File: config.mk
export PLATFORM = sky130hd
export DESIGN_NAME = multicycle_ctrl
export DESIGN_NICKNAME = d
export VERILOG_FILES = /design/src/rtl/multicycle_ctrl.sv
export SDC_FILE = /design/constraint.sdc
export NUM_CORES = 1
export LEC_CHECK = 0
export CAP_MARGIN = 20
export CORE_UTILIZATION = 40
export DETAILED_ROUTE_END_ITERATION = 12
export PLACE_DENSITY = 0.8
export SLEW_MARGIN = 20
export SYNTH_ARGS = -nofsm -noshare
export SYNTH_HDL_FRONTEND = slang
export SYNTH_SLANG_ARGS = --single-unit
File: constraint.sdc
create_clock -name clk -period 1.6 [get_ports clk]
set_input_delay 0.32 -clock clk [delete_from_list [all_inputs] [get_ports clk]]
set_output_delay 0.32 -clock clk [all_outputs]
set_load 0.01 [all_outputs]
File: src/rtl/multicycle_ctrl.sv
// multicycle_ctrl: control FSM for a multi-cycle RV32I datapath.
// Steps each instruction through FETCH/DECODE/EXEC/MEM/WB, decodes INST into
// every datapath select and enable, waits on IMEM/DMEM ready handshakes,
// counts retired instructions and parks in HALT on illegal opcodes or EBREAK.
module multicycle_ctrl #(
  parameter logic [2:0]  RESET_STATE = 3'd0,
  parameter int unsigned CNT_W       = 32
) (
  input  logic             clk,
  input  logic             rst,
  input  logic [31:0]      INST,
  input  logic             BrEq,
  input  logic             BrLT,
  input  logic             imem_ready,
  input  logic             dmem_ready,
  output logic             ir_we,
  output logic             pc_we,
  output logic             PCSel,
  output logic [2:0]       ImmSel,
  output logic             RegWEn,
  output logic             BrUn,
  output logic             ASel,
  output logic             BSel,
  output logic [3:0]       ALUControl,
  output logic             dmem_req,
  output logic             MemRW,
  output logic [1:0]       WBControl,
  output logic             halted,
  output logic [2:0]       state,
  output logic [CNT_W-1:0] retired
);

  typedef enum logic [2:0] {
    FETCH  = 3'd0,
    DECODE = 3'd1,
    EXEC   = 3'd2,
    MEM    = 3'd3,
    WB     = 3'd4,
    HALT   = 3'd5
  } state_t;

  typedef enum logic [3:0] {
    C_R, C_IALU, C_LOAD, C_STORE, C_BRANCH, C_JAL, C_JALR,
    C_LUI, C_AUIPC, C_ECALL, C_ILLEGAL
  } cls_t;

  localparam logic [2:0] IMM_I = 3'd0;
  localparam logic [2:0] IMM_S = 3'd1;
  localparam logic [2:0] IMM_B = 3'd2;
  localparam logic [2:0] IMM_U = 3'd3;
  localparam logic [2:0] IMM_J = 3'd4;

  localparam logic [3:0] ALU_ADD   = 4'd0;
  localparam logic [3:0] ALU_SUB   = 4'd1;
  localparam logic [3:0] ALU_SLL   = 4'd2;
  localparam logic [3:0] ALU_SLT   = 4'd3;
  localparam logic [3:0] ALU_SLTU  = 4'd4;
  localparam logic [3:0] ALU_XOR   = 4'd5;
  localparam logic [3:0] ALU_SRL   = 4'd6;
  localparam logic [3:0] ALU_SRA   = 4'd7;
  localparam logic [3:0] ALU_OR    = 4'd8;
  localparam logic [3:0] ALU_AND   = 4'd9;
  localparam logic [3:0] ALU_PASSB = 4'd10;

  localparam logic [1:0] WB_MEM = 2'b00;
  localparam logic [1:0] WB_ALU = 2'b01;
  localparam logic [1:0] WB_PC4 = 2'b10;

  localparam logic [31:0]      ECALL_INSN = 32'h0000_0073;
  localparam logic [CNT_W-1:0] CNT_ONE    = {{(CNT_W-1){1'b0}}, 1'b1};

  state_t           state_q, state_d;
  logic [CNT_W-1:0] retired_q, retired_d;

  logic [6:0] opcode;
  logic [2:0] funct3;
  logic       funct7_5;
  cls_t       cls;
  logic [3:0] alu_fn;
  logic       br_taken;

  logic       x_asel, x_bsel, x_brun;
  logic [2:0] x_imm;
  logic [3:0] x_alu;
  logic [1:0] x_wb;

  assign opcode   = INST[6:0];
  assign funct3   = INST[14:12];
  assign funct7_5 = INST[30];

  // Classify the opcode; EBREAK and every SYSTEM encoding other than ECALL halt.
  always_comb begin
    cls = C_ILLEGAL;
    case (opcode)
      7'b0110011: cls = C_R;
      7'b0010011: cls = C_IALU;
      7'b0000011: cls = C_LOAD;
      7'b0100011: cls = C_STORE;
      7'b1100011: cls = C_BRANCH;
      7'b1101111: cls = C_JAL;
      7'b1100111: cls = C_JALR;
      7'b0110111: cls = C_LUI;
      7'b0010111: cls = C_AUIPC;
      7'b1110011: cls = (INST == ECALL_INSN) ? C_ECALL : C_ILLEGAL;
      default:    cls = C_ILLEGAL;
    endcase
  end

  // ALU function from funct3; funct7[5] selects SUB only for R-type, SRA for both shifts.
  always_comb begin
    alu_fn = ALU_ADD;
    case (funct3)
      3'b000:  alu_fn = (cls == C_R && funct7_5) ? ALU_SUB : ALU_ADD;
      3'b001:  alu_fn = ALU_SLL;
      3'b010:  alu_fn = ALU_SLT;
      3'b011:  alu_fn = ALU_SLTU;
      3'b100:  alu_fn = ALU_XOR;
      3'b101:  alu_fn = funct7_5 ? ALU_SRA : ALU_SRL;
      3'b110:  alu_fn = ALU_OR;
      default: alu_fn = ALU_AND;
    endcase
  end

  // Branch decision from the datapath comparator; reserved funct3 values never branch.
  always_comb begin
    br_taken = 1'b0;
    case (funct3)
      3'b000:         br_taken = BrEq;
      3'b001:         br_taken = !BrEq;
      3'b100, 3'b110: br_taken = BrLT;
      3'b101, 3'b111: br_taken = !BrLT;
      default:        br_taken = 1'b0;
    endcase
  end

  // Datapath selects for the decoded class, held from EXEC through WB.
  always_comb begin
    x_asel = 1'b0;
    x_bsel = 1'b0;
    x_imm  = IMM_I;
    x_alu  = ALU_ADD;
    x_brun = 1'b0;
    x_wb   = WB_ALU;
    case (cls)
      C_R:    x_alu = alu_fn;
      C_IALU: begin
        x_bsel = 1'b1;
        x_alu  = alu_fn;
      end
      C_LOAD: begin
        x_bsel = 1'b1;
        x_wb   = WB_MEM;
      end
      C_STORE: begin
        x_bsel = 1'b1;
        x_imm  = IMM_S;
      end
      C_BRANCH: begin
        x_asel = 1'b1;
        x_bsel = 1'b1;
        x_imm  = IMM_B;
        x_brun = funct3[1];
      end
      C_JAL: begin
        x_asel = 1'b1;
        x_bsel = 1'b1;
        x_imm  = IMM_J;
        x_wb   = WB_PC4;
      end
      C_JALR: begin
        x_bsel = 1'b1;
        x_wb   = WB_PC4;
      end
      C_LUI: begin
        x_bsel = 1'b1;
        x_imm  = IMM_U;
        x_alu  = ALU_PASSB;
      end
      C_AUIPC: begin
        x_asel = 1'b1;
        x_bsel = 1'b1;
        x_imm  = IMM_U;
      end
      default: ;
    endcase
  end

  // Next state, retire count and all outputs, decoded from the current state and INST.
  always_comb begin
    state_d    = state_q;
    retired_d  = retired_q;
    ir_we      = 1'b0;
    pc_we      = 1'b0;
    PCSel      = 1'b0;
    ImmSel     = IMM_I;
    RegWEn     = 1'b0;
    BrUn       = 1'b0;
    ASel       = 1'b0;
    BSel       = 1'b0;
    ALUControl = ALU_ADD;
    dmem_req   = 1'b0;
    MemRW      = 1'b0;
    WBControl  = 2'b00;
    case (state_q)
      FETCH: begin
        // Gate with reset so the IR cannot be loaded while reset is held.
        ir_we = imem_ready & rst;
        if (imem_ready) state_d = DECODE;
      end
      DECODE: state_d = (cls == C_ILLEGAL) ? HALT : EXEC;
      EXEC: begin
        ImmSel     = x_imm;
        BrUn       = x_brun;
        ASel       = x_asel;
        BSel       = x_bsel;
        ALUControl = x_alu;
        WBControl  = x_wb;
        case (cls)
          C_BRANCH: begin
            pc_we     = 1'b1;
            PCSel     = !br_taken;
            retired_d = retired_q + CNT_ONE;
            state_d   = FETCH;
          end
          C_JAL, C_JALR: begin
            // Link register takes the old PC+4 on the same edge the PC moves.
            pc_we     = 1'b1;
            PCSel     = 1'b0;
            RegWEn    = 1'b1;
            retired_d = retired_q + CNT_ONE;
            state_d   = FETCH;
          end
          C_LOAD, C_STORE: state_d = MEM;
          default:         state_d = WB;
        endcase
      end
      MEM: begin
        ImmSel     = x_imm;
        ASel       = x_asel;
        BSel       = x_bsel;
        ALUControl = x_alu;
        WBControl  = x_wb;
        dmem_req   = 1'b1;
        MemRW      = (cls == C_STORE);
        if (dmem_ready) begin
          if (cls == C_STORE) begin
            pc_we     = 1'b1;
            PCSel     = 1'b1;
            retired_d = retired_q + CNT_ONE;
            state_d   = FETCH;
          end else begin
            state_d = WB;
          end
        end
      end
      WB: begin
        ImmSel     = x_imm;
        ASel       = x_asel;
        BSel       = x_bsel;
        ALUControl = x_alu;
        WBControl  = x_wb;
        RegWEn     = (cls != C_ECALL);
        pc_we      = 1'b1;
        PCSel      = 1'b1;
        retired_d  = retired_q + CNT_ONE;
        state_d    = FETCH;
      end
      HALT:    state_d = HALT;
      default: state_d = FETCH;
    endcase
  end

  // State and retire counter; reset abandons any in-flight instruction.
  always_ff @(posedge clk or negedge rst) begin
    if (!rst) begin
      state_q   <= state_t'(RESET_STATE);
      retired_q <= '0;
    end else begin
      state_q   <= state_d;
      retired_q <= retired_d;
    end
  end

  assign state   = state_q;
  assign retired = retired_q;
  assign halted  = (state_q == HALT);

endmodule

; Word level (Yosys, flattened, before mapping)
; Cells that the tools add are included.
[word_totals]
reg_bits = 35
inputBits = 38
output_inout_bits = 54
elab_cells = 100
[op_classes]
add_sub_neg = 1
eq_ne = 37
n_mux = 39
bitwise_logic = 1
n_reduce_logical = 20
[op_table]
columns = op, count
row1 = 2-to-1 mux 32 bit, 3
row2 = case mux 32 bit (3 select lines), 1
row3 = case mux 4 bit (10 select lines), 1
row4 = "adder 32 x 1 -> 32 bit, second input constant", 1
row5 = "== test 32 x 7 -> 1 bit, second input constant", 1
row6 = "== test 7 bit, second input constant", 4
row7 = case mux 4 bit (7 select lines), 1
row8 = "== test 7 x 6 -> 1 bit, second input constant", 3
row9 = "== test 3 bit, second input constant", 6
row10 = "== test 4 x 3 -> 1 bit, second input constant", 4
row11 = 2-to-1 mux 1 bit, 16
row12 = 2-to-1 mux 3 bit, 5
row13 = case mux 3 bit (5 select lines), 1
row14 = "== test 7 x 5 -> 1 bit, second input constant", 2
row15 = "== test 3 x 2 -> 1 bit, second input constant", 4
row16 = case mux 3 bit (4 select lines), 1
row17 = OR reduction 2 bit, 6
row18 = OR reduction 3 bit, 3
row19 = "== test 4 x 2 -> 1 bit, second input constant", 2
row20 = "== test 4 bit, second input constant", 2
row21 = "!= test 2 bit, second input constant", 4
row22 = case mux 4 bit (2 select lines), 1
row23 = OR reduction 8 bit, 1
row24 = "== test 7 x 2 -> 1 bit, second input constant", 1
row25 = other kinds (18), 24

; Logic depth before layout (Yosys ltp)
; Gate-level depths: netlist (run 1).
[depth]
depth_word = 9
depth_mapped = 7
depth_no_buf = 6

; Worst setup path before layout (run 1)
; No wires, ideal clock.
[synth_timing]
path_type = register to register
start = register retired_q[0] (netlist: retired[0])
end = register retired_q[30] (netlist: retired[30])
setup_time_ps = 79
arrival_time_ps = 1800
t_required_ps = 1521
slack_ps = -279
stages_incl_launch_ff = 8
n_path_buf = 1
period_less_slack_ps = 1879
cell_sequence = dfrtp_1 ha_1 nand2_1 or4_1 buf_2 nand2b_4 nor4_4 xor2_1
[synth_via]
elab_chain_cells = 4
word_cells_on_any_way = 5
cone_classes = add/sub (1) / mux (4)
[synth_rtl]
columns = item, line
row1 = "start, declared", 73  ; logic [CNT_W-1:0] retired_q, retired_d;
row2 = "start signal, assigned", 280  ; retired_q <= retired_d;
row3 = adder 32 x 1 -> 32 bit (*), --
row4 = 2-to-1 mux 32 bit, 246  ; if (cls == C_STORE) begin
row5 = 2-to-1 mux 32 bit, 245  ; if (dmem_ready) begin
row6 = case mux 32 bit (3 select lines) (*), 204  ; case (state_q)
; Mark *: on every way between the ends. The rest lies on a longest branch, timed or not. The select of a mux whose other input is x is not followed.
; A chain may end at the register's enable or synchronous reset.

; Worst setup path in the final report (run 1)
[layout_timing]
start = register state_q[0] (netlist: state[0])
end = register retired_q[13] (netlist: retired[13])
[layout_via]
elab_chain_cells = 3
word_cells_on_any_way = 9
cone_classes = eq/ne (6) / mux (1) / reduce/logical (2)
[layout_rtl]
columns = item, line
row1 = "start, declared", 72  ; state_t state_q, state_d;
row2 = "start signal, assigned", 276  ; state_q <= state_t'(RESET_STATE);
row3 = "start signal, assigned", 279  ; state_q <= state_d;
row4 = == test 3 x 2 -> 1 bit / == test 3 bit (equally long branches), 204
row5 = != test 2 bit (no source line) / nonzero test 3 bit (equally long branches), --
row6 = AND reduction 4 bit (no source line), --
; Several ways; a longest one is shown, not always the timed one.

==> metrics, run 1 <==
CTS Sinks=35; failing checks=negative setup slack; GRT Residual Overflow=0; WP buf/inv=3; DP HPWL=6.395 mm; r2r startpoint=state[0]; critical-path maximum fanout=5; Synth top area share=35.92%; RSZ-0062 raised after global routing=true; # setup viols final=48; die height=roughly 80 um; clk_skew=between 0.02 and 0.025 ns; Sw Pwr=~0.54 mW; share of cells above drive strength 1=54.36%; Diodes inserted=0; status=finished, violations left; Int Pwr=1.455 mW; Die Wd=80.08 um; Starting Density=41.43%; core area=5886 sq um; syn avg cell area=between 8 and 9 sq um; final worst path period share=129.7%; Post-Synthesis Net Count=approximately 320; setup slack, reg-to-reg=-0.48 ns; HP Class=reg -> reg; I/O pin cnt=92; critical path class=reg -> reg; Worst EP required=1.81 ns; Clock Power Share=38.6%; Worst Setup Slack, final=-0.4752 ns; Seq cells post-synth=35; Cell Pwr Density=392.7 nW/um^2; cts bufs inserted=5; worst reg2reg endpoint=retired[13]; Slew headroom=68.23%; Inst Count DP=522; critical path data arrival time=2.28 ns; count of cell types in the netlist=53; Via density=approximately 5.8; initial antenna violation count=0; Synth async-reset ratio=100.0%; worst skew pair latency=0.31 ns; Layout fillers=266; DRT iter0 DRCs=206; CTS tree=yes; Mapped Cells=around 280; Vias=between 3,000 and 4,000; Worst Tran Pin Value=0.4765 ns; first-pass GRT wire length=16.24 mm; P&R area growth vs syn=108.7%; Die ar.=6413 sq um; 1st-pass router iterations=5; pin count of the biggest net entering global routing=36; largest cells by area after synthesis=dfrtp_1 (36%), xor2_1 (9.3%), nand2_1 (4.5%), nor2_1 (4.0%), nor4_1 (3.3%); IO buf count=slightly above 90; Worst Setup SP=state[0]; Most common cell on crit path=buf_6; hold wc startpoint=retired[31]; VDD IR-drop max=0.4923 mV; CP delay by family, top=flip-flops; row count=28; YS warnings=0; drt total wl=11.88 mm; pre-CTS WS=-1.198 ns; Comb pwr share=16.8%; nets=531; CP Launch Type=flip-flop; met2 usage=63.85%; CP max-delay cell=dfrtp_2; number of synthesized flops with an enable pin=0; sequential share of power=between 40 and 50%; Sw Ratio=27.19%; RePlAce Congestion=about 0.9; GRT busiest layer=met2; Routed WL per cell=roughly 21 um; Worst Hold Endpoint=retired[31]; hold depth=1; H-tree Lvls=2; Final Non-Filler Cells=roughly 570; GR Layer Usage met1=35.51%; met3 usage=5.909%; clk buf depth=2; Crit path largest cell delay=0.45 ns; r2r worst-path depth=8; Crit. End Element=flip-flop; All-Layer GR Usage=33.68%; Yosys top cell by area=dfrtp_1; Leak Pwr=2.736 nW; Netlist Area Pre-Place=2439 sq um; Final Max Tran Viols=0; drt drc=0; main flop type after synthesis=dfrtp_1; Final Hold Viols=0; Maximum Capacitance Violations=0; clock-pin slew on the worst setup and hold paths=0.09 ns; min Tclk post-route=2.075 ns; register area share after synthesis=35.92%; Cell Chain, Critical Path=buf_4, nor3b_4, a31o_4, buf_6, o21bai_4, buf_6, nor3_4, xor2_1; vias in the first global route=3,214; Root Driver=clkbuf_8; Antenna Nets Post-Route=0; Max Fclk=481.9 MHz; final setup TNS=-14.95 ns
[worst reg2reg max path: cells and delay by family, from the launching register on]
family | cells | cell delay, ns
AOI/OAI and AO/OA | 2 | 0.35
buffers and inverters | 3 | 0.44
and+or+nand+nor | 2 | 0.44
xor gates and xnor gates | 1 | 0.28
DFF | 1 | 0.45
[power groups by stage]
stage | Sequential [mW] | Combinational, mW | Clock, mW
2_1_floorplan | 0.912 | 0.0952 | 0
3_3_place_gp | 0.908 | 0.301 | 0
3_5_place_dp | 0.908 | 0.307 | 0
4_1_cts | 0.890 | 0.317 | 0.741
5_1_grt | 0.891 | 0.360 | 0.813
6_report | 0.890 | 0.337 | 0.772
[cell families (layout without fill, tap and decap cells)]
group	Yosys count	count (layout)	share of synthesized area, %
simple gates	149	150	35.86
compound gates	35	36	10.16
fa+ha+maj	1	1	0.5130
mux	3	3	1.385
buf+inv	22	234	3.951
flops	35	35	35.92
xor+xnor	34	34	12.21
[worst max-delay path by stage]
stage	depth (start not counted)	endpoint	slack (ns)
floorplan	6	retired[30]	-0.20
detailed placement	7	ImmSel[2]	-1.20
CTS	5	ImmSel[2]	-0.33
global route	6	retired[31]	-0.51
global placement	9	ALUControl[0]	-1.13
finish	8	retired[13]	-0.48
[layout make-up]
| cell class | instances | area (sq um) | share of cell area (%) |
|---|---|---|---|
| clock buffer | 7 | 96.34 | 1.893 |
| sequential | 35 | 884.6 | 17.38 |
| timing repair buffer | 217 | 1841 | 36.16 |
| inverter | 9 | 36.28 | 0.7129 |
| clock inverter | 1 | 7.507 | 0.1475 |
| tap | 75 | 93.84 | 1.844 |
| multi-input combinational | 224 | 2131 | 41.86 |
[cell usage in the layout (no fill, tap or decap), types with 5 or more instances in the layout]
cell type / instances
inv_1: 7
xnor2_1: 8
xor2_1: 26
nor3_4: 10
nand3_1: 12
clkbuf_8: 7
nor2_4: 5
nor2_2: 8
nor3_2: 6
nand2_2: 7
dfrtp_2: 7
dlygate4sd2_1: 38
buf_6: 30
a21oi_2: 5
nand2_1: 21
nor4_4: 14
clkdlybuf4s15_1: 9
buf_2: 21
buf_4: 97
clkdlybuf4s50_1: 11
dfrtp_1: 28
nor2_1: 14
nand4_1: 8
[metal layers]
layer | wire length, um | up-vias
li1 | - | 1437
met1 | 4301 | 1619
met2 | 6300 | 195
met3 | 711 | 60
met4 | 570 | 0
met5 | 0 | -
[synthesized netlist by cell type, drive strengths merged, types with 2 or more instances]
master / instances
xnor2: 8
clkbuf: 7
nand2b: 7
inv: 9
and3: 2
nand3: 15
xor2: 26
nor4: 20
o21ai: 8
dfrtp: 35
nor2: 26
a211oi: 2
nand4: 9
a21oi: 8
nor2b: 2
mux2: 3
nand3b: 3
buf: 6
and4: 2
nor3b: 3
a31oi: 3
or4: 2
nor4b: 3
nor3: 18
and2: 3
or3: 2
nand2: 29
[state kept, by name, indices dropped and copies added (netlist names)]
register	count
state	3
retired	32
[what timing repair did]
item                                    in CTS  in global routing
resized for setup                          250                 55
buffers inserted                            21                 16
cloned                                       3                  0
pin swaps                                   55                 54
endpoints found under the setup margin      80                 56
hold buffers                                 0                  0
[stage by stage]
stage | utilization, % | cell area (sq um) | power [mW] | hold WS [ns]
after floorplan | - | 2683 | 1.008 | 0.02441
after global placement | 72.07 | 4242 | 1.209 | 0.4568
after detailed placement | 72.07 | 4242 | 1.215 | 0.4739
after CTS | 81.19 | 4778 | 1.949 | 0.4840
after global routing | 86.48 | 5090 | 2.064 | 0.5101
final | 86.48 | 5090 | 1.999 | 0.4945
Note: power is estimated with default switching activity, not from simulation.
==> run 2: changes to the inputs <==
ABC_CLOCK_PERIOD_IN_PS = 1600   (was unset)
RECOVER_POWER = 50   (was unset)
==> run 2 against run 1 <==
The flow still finishes with violations (negative setup slack). Final area is the same. Wire length grew 0.43%. First-iteration DRC count shrank 0.49%. Combinational power is essentially flat. Register-to-register slack gained 0.03 ns. Die area is the same. Clock power grew 0.5%. Via count is essentially flat. Utilization is the same. Sequential power is essentially flat. Global-route usage is the same. Critical endpoint unchanged. Highest routed layer unchanged.
==> metrics, run 2 (synthesis gave the netlist of run 1 again) <==
Antenna Nets Post-Route=0; Worst Setup SP=state[0]; commonest non-fill, non-tap cell in the layout=buf_4; r2r startpoint=state[0]; CTS Sinks=35; Worst Setup Slack, final=-0.4478 ns; Worst EP required=1.82 ns; Root Driver=clkbuf_8; I/O pin cnt=92; first-pass GRT wire length=16.24 mm; Critical Path End=retired[13]; nets=531; Largest register FFs=32; Worst Tran Pin Value=0.9445 ns; worst reg2reg endpoint=retired[13]; Max Fclk=488.3 MHz; Final Max Tran Viols=0; critical path data arrival time=roughly 2.3 ns; hold wc startpoint=retired[31]; clk_skew=just over 0.02 ns; most frequent cells in the layout=buf_4 (96), dlygate4sd2_1 (38), buf_6 (30); drt total wl=about 12 mm; worst skew pair latency=0.32 ns; core area=5886 sq um; HP Class=reg -> reg; clock-pin slew on the worst setup and hold paths=about 0.090 ns; Maximum Capacitance Violations=0; Final Non-Filler Cells=569; Cell Chain, Critical Path=buf_4, nor3b_4, a31o_4, buf_6, o21bai_4, buf_6, nor3_4, xor2_1; Via density=5.821; GRT Residual Overflow=0; Levels on crit path=8; status=finished, violations left; CP delay by family, top=flip-flops; All-Layer GR Usage=33.68%; CP max-delay cell=dfrtp_2; Slew headroom=37.03%; final worst path period share=128.0%; critical path class=reg -> reg; Final Hold Viols=0; pin count of the biggest net entering global routing=36; H-tree Lvls=2; Routed WL per cell=20.98 um; drt drc=0; VDD IR-drop max=0.4891 mV; die height=80.08 um; Crit. End Element=flip-flop; Inst Count DP=522; # setup viols final=48; clk buf depth=2; failing checks=negative setup slack; Most common cell on crit path=buf_6; Crit path largest cell delay=between 0.4 and 0.5 ns; 1st-pass router iterations=5; CTS tree=yes; Die Wd=around 80 um; row count=28; critical-path maximum fanout=5; cts bufs inserted=5; Vias=3,312; initial antenna violation count=0; WP buf/inv=3; min Tclk post-route=2.048 ns; share of cells above drive strength 1=roughly 54%; Leak Pwr=between 2 and 3 nW; RSZ-0062 raised after global routing=true; DRT iter0 DRCs=205; Starting Density=41.43%; vias in the first global route=roughly 3,200; r2r worst-path depth=8; setup slack, reg-to-reg=-0.45 ns; CP Launch Type=flip-flop; DP HPWL=around 6.4 mm; IO buf count=91; final setup TNS=-14.83 ns; Cell Pwr Density=393.3 nW/um^2; Die ar.=6413 sq um; RePlAce Congestion=around 0.92; Hold Buf Count CTS=0; P&R area growth vs syn=108.7%
run 2: cell count changes in the layout (fill, tap and decap cells not counted):
cell,delta
buf_4,-1
clkdlybuf4s50_1,-1
dlygate4sd3_1,+1
clkbuf_2,+1
diode_2,+1
run 2: layout make-up:
cell class | count | area (sq um)
fillers | 267 | 795.8
flip-flops and latches | 35 | 884.6
inverters | 9 | 36.28
clock buffers | 7 | 96.34
well taps | 75 | 93.84
multi-input cells | 224 | 2131
repair buffers | 217 | 1838
clock inverters | 1 | 7.507
diodes | 1 | 2.502
run 2: timing repair:
| item | CTS | global route |
|---|---|---|
| pin swaps | 55 | 54 |
| buffers inserted | 21 | 16 |
| gates cloned | 3 | 0 |
| endpoints found under the setup margin | 80 | 56 |
| resized for setup | 250 | 55 |
run 2: power breakdown:
part / leakage, nW / switching (mW) / internal (mW)
clock network: 0.0505 / 0.384 / 0.392
logic: 2.24 / 0.162 / 0.173
registers: 0.448 / 0.00250 / 0.888
total: 2.74 / 0.548 / 1.45
run 2: worst min path at each step:
stage / to / slack [ns] / depth (start not counted)
2_1_floorplan: retired[0] / 0.02 / 0
3_3_place_gp: retired[31] / 0.46 / 1
3_5_place_dp: retired[31] / 0.47 / 1
4_1_cts: retired[31] / 0.48 / 1
5_1_grt: retired[31] / 0.51 / 1
6_report: retired[31] / 0.50 / 1
run 2: per-layer routing:
layer  GRT usage [%]  up-vias  wire length, um
met4           16.25        0              595
met5               0        -                0
li1                -     1441                -
met3           5.909       55              643
met2           63.85      190             6261
met1           35.51     1626             4435
run 2: metrics by stage:
stage / worst slack (ns) / instance area (sq um) / hold slack [ns] / total power [mW] / utilization [%]
after detailed placement: -1.198 / 4242 / 0.4739 / 1.215 / 72.07
after global placement: -1.133 / 4242 / 0.4568 / 1.209 / 72.07
after global routing: -0.5114 / 5087 / 0.5101 / 2.062 / 86.44
after CTS: -0.3291 / 4778 / 0.4840 / 1.949 / 81.19
after floorplan: -0.1978 / 2683 / 0.02441 / 1.008 / -
final: -0.4478 / 5090 / 0.4955 / 2.002 / 86.48
==> run 3: changes to the inputs <==
CORE_MARGIN = 10   (was unset)
==> run 3 against run 2 <==
The flow still finishes with violations (negative setup slack). Combinational power rose by 1%. Sequential power barely moved. Die area rose by 50%. Wire length rose by 2.4%. Global-route usage fell by 15 points. Sequential share of layout area fell by 0.14 points. Final cell count fell by 1.1%. Critical endpoint is now PCSel. Highest routed layer unchanged.
==> metrics, run 3 (synthesis gave the netlist of run 1 again) <==
status=finished, violations left; failing checks=negative setup slack; CP delay by family, top=simple AND/OR/NAND/NOR gates; pin count of the biggest net entering global routing=36; die height=98.08 um; Die Wd=about 100 um; I/O pin cnt=92; min Tclk post-route=between 2 and 2.5 ns; Cell Chain, Critical Path=buf_4, nor3b_4, buf_4, nand4_1, nand3_1, buf_6; Vias=3,271; All-Layer GR Usage=18.94%; cts bufs inserted=5; most frequent cells in the layout=buf_4 (81), buf_6 (44), dlygate4sd2_1 (42); final worst path period share=127.0%; Crit. End Element=output pin; drt total wl=between 10 and 15 mm; Core Util, Final=86.56%; row count=28; critical-path maximum fanout=5; Die ar.=9620 sq um; clk_skew=0.01233 ns; P&R area growth vs syn=110.2%; HP Class=reg -> reg; core area=5921 sq um; 1st-pass router iterations=5; Worst Tran Pin Value=0.8923 ns; Worst Setup Slack, final=-0.4323 ns; Slew headroom=40.51%; Starting Density=41.19%; worst skew pair latency=0.30 ns; Hold Buf Count CTS=0; commonest non-fill, non-tap cell in the layout=buf_4; FF+latch area=883.3 sq um; area of the multi-input gates=2097 sq um; Root Driver=clkbuf_8; Most common cell on crit path=buf_4; CP Launch Type=flip-flop; # setup viols final=48; critical path class=reg -> out; CTS tree=yes; Antenna Nets Post-Route=0; Largest register FFs=32; clk buf depth=2; clock-pin slew on the worst setup and hold paths=0.07 ns; drt drc=0; DP HPWL=7.097 mm; RePlAce Congestion=around 0.91; IO buf count=91; Routed WL per cell=between 20 and 25 um; H-tree Lvls=2; hold wc startpoint=retired[31]; critical path data arrival time=1.71 ns; Cell Pwr Density=398.3 nW/um^2; Final Non-Filler Cells=between 500 and 600; Worst EP required=between 1 and 1.5 ns; Crit path largest cell delay=0.45 ns; r2r startpoint=state[0]; Layout fillers=roughly 270; Worst Setup SP=state[0]; nets=526; Max Fclk=492.0 MHz; DRT iter0 DRCs=214; pre-CTS WS=-1.138 ns; Final Max Tran Viols=0; VDD IR-drop max=~0.51 mV; WP buf/inv=3; initial antenna violation count=0; CTS Sinks=35; vias in the first global route=3,227; RSZ-0062 raised after global routing=true; Inst Count DP=518; Diodes inserted=0; share of cells above drive strength 1=52.05%; CP max-delay cell=dfrtp_2; Final Hold Viols=0; GRT Residual Overflow=0; Via density=5.810; Leak Pwr=2.773 nW; first-pass GRT wire length=15.45 mm; final setup TNS=-14.53 ns; Maximum Capacitance Violations=0
## run 3: cell count changes in the layout (fill, tap and decap cells not counted), sizes merged
cell,previous run,this run
clkbuf,11,8
nor2,27,26
dlymetal6s2s,4,2
clkdlybuf4s15,10,8
bufinv,0,1
buf,150,146
dlygate4sd2,38,42
diode,1,0
o21bai,2,1
clkdlybuf4s25,0,3
## run 3: cell type report
class                   count  share of cell area [%]
flip-flops and latches     35                   17.24
multi-input cells         222                   40.92
repair buffers            214                   37.21
well taps                  75                   1.831
clock inverters             2                  0.7324
inverters                   9                  0.6592
clock buffers               6                   1.416
## run 3: path summary, 6_finish.rpt
kind,to,slack [ns],cells past startpoint
worst max-delay path,PCSel,-0.43,6
worst min-delay path,retired[31],0.49,1
worst max register to register,retired[31],-0.39,9
worst min register to register,retired[31],0.49,1
max in group asynchronous,state[2],0.15,2
min in group asynchronous,retired[5],0.84,2
## run 3: what timing repair did
item	in CTS	in global routing
setup buffers	20	19
setup endpoints to repair	81	55
gates resized for setup	225	84
cloned	1	1
pin swaps	41	60
## run 3: worst reg2reg max path, cell delays in order, from the launching register on
cell and delay (ns):
dfrtp_2 0.45, nor3b_4 0.30, buf_4 0.17, buf_6 0.11, o21ai_4 0.07, o21bai_4 0.20
buf_12 0.17, buf_12 0.13, nor4_4 0.15, xor2_1 0.17
## run 3: metal layers
metal	routed length (um)	global-route usage (%)	vias to the layer above	part of all wire, %
li1	-	-	1429	-
met1	4467	19.74	1594	37
met2	6517	36.29	200	53
met3	826	5.074	48	6.8
met4	416	4.698	0	3.4
met5	0	0	-	0
## run 3: through the flow
stage               cell area, sq um  power [mW]  hold slack (ns)
floorplan                       2683       1.008          0.02441
global placement                4224       1.210           0.4569
detailed placement              4224       1.216           0.4692
CTS                             4653       1.999           0.4804
global route                    5125       2.099           0.4971
finish                          5125       2.041           0.4878
## run 3: where the power goes
part           switching (mW)  internal, mW  total (mW)
combinational           0.167         0.173       0.340
clock                   0.345         0.465       0.811
sequential            0.00226         0.888       0.891
